File: config.mk
export PLATFORM = sky130hd
export DESIGN_NAME = tanh_segment_fetcher_flat
export DESIGN_NICKNAME = d
export VERILOG_FILES = /design/src/rtl/tanh_segment_fetcher_if.sv /design/src/rtl/tanh_segment_fetcher.sv /design/src/flat_wrapper.sv
export SDC_FILE = /design/constraint.sdc
export NUM_CORES = 1
export LEC_CHECK = 0
export ABC_CLOCK_PERIOD_IN_PS = 5300
export BUFFER_PORTS_ARGS = -buffer_cell sky130_fd_sc_hd__buf_2
export CORE_MARGIN = 1.5
export CORE_UTILIZATION = 40
export DETAILED_ROUTE_END_ITERATION = 8
export HOLD_SLACK_MARGIN = 0.06
export PLACE_DENSITY = 0.6
export RECOVER_POWER = 25
export SKIP_CTS_REPAIR_TIMING = 1
export SLEW_MARGIN = 30
export SYNTH_ARGS = -nofsm -noshare
export SYNTH_HDL_FRONTEND = slang
export SYNTH_SLANG_ARGS = --single-unit
File: constraint.sdc
create_clock -name clk -period 5.3 [get_ports clk]
set_input_delay 0.265 -clock clk [delete_from_list [all_inputs] [get_ports clk]]
set_output_delay 0.265 -clock clk [all_outputs]
set_load 0.02 [all_outputs]
File: src/rtl/tanh_segment_fetcher_if.sv
// tanh_segment_fetcher_if: input and output handshake bundle for the tanh segment fetcher
interface tanh_segment_fetcher_if #(
    parameter int DATA_W = 8,
    parameter int FRAC_W = 4
);
    logic              in_valid;
    logic              in_ready;
    logic [DATA_W-1:0] x;
    logic              out_valid;
    logic              out_ready;
    logic [DATA_W-1:0] base;
    logic [DATA_W-1:0] next_data;
    logic [DATA_W-1:0] change;
    logic [FRAC_W-1:0] remaining;
    logic              saturated;

    modport slave (
        input  in_valid, x, out_ready,
        output in_ready, out_valid, base, next_data, change, remaining, saturated
    );

    modport master (
        output in_valid, x, out_ready,
        input  in_ready, out_valid, base, next_data, change, remaining, saturated
    );
endinterface

File: src/rtl/tanh_segment_fetcher.sv
// tanh_segment_fetcher: splits |x| into segment/remainder and fetches signed tanh endpoints
module tanh_segment_fetcher #(
    parameter int DATA_W  = 8,
    parameter int FRAC_W  = 4,
    parameter int NUM_SEG = 4
) (
    input logic                 clk,
    input logic                 rst_n,
    tanh_segment_fetcher_if.slave bus
);
    localparam int IDX_W = $clog2(NUM_SEG + 1);
    localparam logic [DATA_W:0] SAT_MAG = (DATA_W + 1)'(NUM_SEG << FRAC_W);

    logic                     s1_valid;
    logic                     s1_sign;
    logic                     s1_sat;
    logic [IDX_W-1:0]         s1_idx;
    logic [FRAC_W-1:0]        s1_rem;
    logic                     s1_adv;
    logic                     s2_adv;
    logic                     sign;
    logic                     sat;
    logic [DATA_W:0]          mag;
    logic [IDX_W-1:0]         idx;
    logic [IDX_W-1:0]         nidx;
    logic signed [DATA_W-1:0] t_b;
    logic signed [DATA_W-1:0] t_n;
    logic signed [DATA_W-1:0] b;
    logic signed [DATA_W-1:0] n;

    function automatic logic signed [DATA_W-1:0] rom(input logic [IDX_W-1:0] i);
        return i == IDX_W'(0) ? DATA_W'(0) :
               i == IDX_W'(1) ? DATA_W'(49) :
               i == IDX_W'(2) ? DATA_W'(62) : DATA_W'(64);
    endfunction

    // magnitude split of the incoming x, endpoint lookup for stage 1, and handshake advance terms
    always_comb begin
        sign = bus.x[DATA_W-1];
        mag = sign ? -{sign, bus.x} : {sign, bus.x};
        sat = mag >= SAT_MAG;
        idx = sat ? IDX_W'(NUM_SEG) : mag[FRAC_W +: IDX_W];
        nidx = s1_sat ? s1_idx : s1_idx + 1'b1;
        t_b = rom(s1_idx);
        t_n = rom(nidx);
        b = s1_sign ? -t_b : t_b;
        n = s1_sign ? -t_n : t_n;
        s2_adv = !bus.out_valid || bus.out_ready;
        s1_adv = !s1_valid || s2_adv;
        bus.in_ready = s1_adv;
    end

    // stage 1: register sign, segment index and remainder (clamped when saturated)
    always_ff @(posedge clk) begin
        if (!rst_n) begin
            s1_valid <= 1'b0;
            s1_sign  <= 1'b0;
            s1_sat   <= 1'b0;
            s1_idx   <= '0;
            s1_rem   <= '0;
        end else if (s1_adv) begin
            s1_valid <= bus.in_valid;
            s1_sign  <= sign;
            s1_sat   <= sat;
            s1_idx   <= idx;
            s1_rem   <= sat ? '0 : mag[FRAC_W-1:0];
        end
    end

    // stage 2: output register, held while the interpolator stalls
    always_ff @(posedge clk) begin
        if (!rst_n) begin
            bus.out_valid <= 1'b0;
            bus.base      <= '0;
            bus.next_data <= '0;
            bus.change    <= '0;
            bus.remaining <= '0;
            bus.saturated <= 1'b0;
        end else if (s2_adv) begin
            bus.out_valid <= s1_valid;
            if (s1_valid) begin
                bus.base      <= b;
                bus.next_data <= n;
                bus.change    <= n - b;
                bus.remaining <= s1_rem;
                bus.saturated <= s1_sat;
            end
        end
    end
endmodule

File: src/flat_wrapper.sv
// flat-port wrapper written by rule: the top's interface ports become plain ports
module tanh_segment_fetcher_flat 
#(
    parameter int DATA_W  = 8,
    parameter int FRAC_W  = 4,
    parameter int NUM_SEG = 4
)
  (clk, rst_n, bus_in_valid, bus_x, bus_out_ready, bus_in_ready, bus_out_valid, bus_base, bus_next_data, bus_change, bus_remaining, bus_saturated);
  tanh_segment_fetcher_if #(.DATA_W(DATA_W), .FRAC_W(FRAC_W)) bus_i ();
  input logic clk;
  input logic rst_n;
  input wire logic [$bits(bus_i.in_valid)-1:0] bus_in_valid;
  input wire logic [$bits(bus_i.x)-1:0] bus_x;
  input wire logic [$bits(bus_i.out_ready)-1:0] bus_out_ready;
  output wire logic [$bits(bus_i.in_ready)-1:0] bus_in_ready;
  output wire logic [$bits(bus_i.out_valid)-1:0] bus_out_valid;
  output wire logic [$bits(bus_i.base)-1:0] bus_base;
  output wire logic [$bits(bus_i.next_data)-1:0] bus_next_data;
  output wire logic [$bits(bus_i.change)-1:0] bus_change;
  output wire logic [$bits(bus_i.remaining)-1:0] bus_remaining;
  output wire logic [$bits(bus_i.saturated)-1:0] bus_saturated;
  assign bus_i.in_valid = bus_in_valid;
  assign bus_i.x = bus_x;
  assign bus_i.out_ready = bus_out_ready;
  assign bus_in_ready = bus_i.in_ready;
  assign bus_out_valid = bus_i.out_valid;
  assign bus_base = bus_i.base;
  assign bus_next_data = bus_i.next_data;
  assign bus_change = bus_i.change;
  assign bus_remaining = bus_i.remaining;
  assign bus_saturated = bus_i.saturated;
  tanh_segment_fetcher #(.DATA_W(DATA_W), .FRAC_W(FRAC_W), .NUM_SEG(NUM_SEG)) u_core (.clk(clk), .rst_n(rst_n), .bus(bus_i));
endmodule
==> results.cfg <==
[sta]
tightest_slew_ns = 0.588
rsz0062_at_grt = no
fin_crit_sh = 0.747
max-slew-margin-rel = 0.607
slew_viol_final = 0
skew_ns = 0.0129
fin_ws_ns = 1.34
final.setup.tns_ns = 0
clock.fmax_ghz = 0.252
hold_viol = 0
finalSetupViolCount = 0
fin_crit_ns = 3.96

[grt]
gr-total-overflow = 0
antenna_found_initial = 0
grt_max_degree = 38
grt.total_usage = 0.173
grt_pass1_vias = 1780
grt_pass1_wl_mm = 8.49

[run]
cap_viol_max_count = 0

[clock_tree]
clkTransAtPathRegs_ns = 0.08
cts_buffers = 5
clock-sinks = 38
cts-root-buf = clkbuf_8
clk_latency_ns = 0.30
htree_levels = 2
cts.path.max_buffers = 2
cts_tree = done

[synthesis]
synth_nets = 294
yosys.cell_types.count = 57
ys_ff_latch = 38
syn_inst = 266
yosysMostFrequentCell = dfxtp_1
synth_flop_cell = dfxtp_1
ys_top_cells_by_count = 38 x dfxtp_1, 37 x nand2_1, 15 x nor2_1
synth_area_um2 = 2330
synthArstFlopShare = 0
avgSynthCellArea_um2 = 8.76
yosys_warnings = 0
synth-edff-count = 0
synth_area_leader_cell = dfxtp_1
synth.area.top_cells = dfxtp_1 33%, ha_1 7.5%, nand2_1 6.0%
yosysSeqAreaShare = 0.326
synth_top_area_share = 0.326

[die]
num_io_pins = 43
die_area_um2 = 6290
rows = 27
initial_core_util = 0.418
core_area_um2 = 5570
fp.dieW_um = 79.3
die_y_um = 79.3

[worst_setup_path]
end_kind = flip-flop
worstPathMaxFanout = 11
worst-endpoint-required_ns = 5.52
worst_ep_arrival_time_ns = 4.18
cp-start-kind = flip-flop
worstPathCellList = inv_1, ha_1, nor4_1, a41oi_1, ha_1, o21bai_1, inv_1, ha_1, nor2b_1, o311ai_0, a311oi_1, nor4b_1, a211oi_1
slowest_delay_ns = 0.55
criticalPathCategory = flip-flop to flip-flop
worst-path-buf-inv = 2
crit_top_cell = ha_1
cp_top_family = compound AO/OA/AOI/OAI gates
slowest_stage = dfxtp_1

[min_path]
min_path_type = input pin to flip-flop

[final_layout]
final-instance-count-excl-fill = 369
num_antenna_cells = 0
drive_above_1_share = 0.172
fin_nets = 324
synthToLayoutAreaGrowth_pct = 11.1

[power]
total_power_uw = 713
power_leakage_nw = 1.15
ir_drop_uv = 150
p_per_area_nw_per_um2 = 275

[placed_design]
dpl.hpwl_mm = 3.63
dp.cells = 361
port_buffers = 42
gp_congestion = 0.902
dp_slack_ns = 1.39

[detailed_routing]
ant_nets = 0
wl_per_cell_um = 13.8
first_pass_iters = 4
num_vias = 1938
drt_iter0_markers = 145
drc = 0
via_per_inst = 5.25
routed_wl_mm = 5.09

[status]
status = complete, no violations
routing by layer:
layer | vias up | share of wire | track usage
met3 | 4 | 0.033 | 0.0483
met1 | 898 | 0.52 | 0.243
met2 | 32 | 0.44 | 0.260
met4 | 0 | 0.0083 | 0.0456
li1 | 1004 | - | -
met5 | - | 0 | 0
placed cells by master, fill, tap and decap left out, types with 2 or more instances in the layout:
cell	count
a21boi_0	13
buf_2	26
inv_1	14
o21ai_0	8
clkbuf_8	6
a21oi_1	8
nand3_1	4
a31oi_1	2
nor3_1	4
a211oi_1	3
o311ai_0	2
xor2_1	6
xnor2_1	4
nand2_1	37
fa_1	2
a311oi_1	2
o211ai_1	2
dfxtp_1	38
o211a_1	9
nand2b_1	2
and2_1	2
nor2b_1	7
and3_1	3
mux2i_1	2
a211oi_2	5
ha_1	14
clkbuf_1	16
o31ai_1	3
o21a_1	7
nor2_1	15
nor4_1	2
cells by family after synthesis:
group | after synthesis | share of synthesized area
compound gates | 77 | 0.268
flops | 38 | 0.326
fa+ha+maj | 16 | 0.0923
xor+xnor | 10 | 0.0376
mux | 2 | 0.00859
buf+inv | 34 | 0.0778
simple gates | 89 | 0.189
layout make-up:
cell class / count / area, um2
inverters: 14 / 52.6
clock buffers: 6 / 82.6
multi-input cells: 194 / 1390
fillers: 593 / 2980
well taps: 72 / 90.1
flip-flops and latches: 38 / 761
clock inverters: 2 / 12.5
repair buffers: 43 / 198
where the power goes:
part	internal [mW]	total, mW	switching, mW	leakage, nW
clock	0.105	0.215	0.110	0.0472
combinational	0.0722	0.181	0.109	0.794
sequential	0.302	0.318	0.0152	0.311
total	0.479	0.713	0.234	1.15
stage by stage:
stage | hold WS [ns] | utilization | area [um2]
after detailed placement | 0.458 | 0.451 | 2510
final | 0.170 | 0.465 | 2590
after floorplan | 0.389 | - | 2330
after global placement | 0.449 | 0.451 | 2510
after CTS | 0.165 | 0.468 | 2610
after global routing | 0.155 | 0.465 | 2590
worst paths after layout:
kind	end	depth (start not counted)	from	slack (ns)
max	u_core.bus.change[7]$_SDFFE_PN0P_	13	u_core.s1_idx[0]$_SDFFE_PN0P_	1.34
min	u_core.s1_valid$_SDFFE_PN0P_	2	bus_in_valid	0.17
max reg2reg	u_core.bus.change[7]$_SDFFE_PN0P_	13	u_core.s1_idx[0]$_SDFFE_PN0P_	1.34
min reg2reg	u_core.bus.base[6]$_SDFFE_PN0P_	2	u_core.bus.base[6]$_SDFFE_PN0P_	0.47
sequential cells by signal (all words and copies together) (netlist names), 3 cells and up:
name	cells
u_core.bus.next_data	7
u_core.bus.remaining	4
u_core.bus.base	7
u_core.s1_rem	4
u_core.bus.change	8
u_core.s1_idx	3
Power figures use the tool's default switching activity.
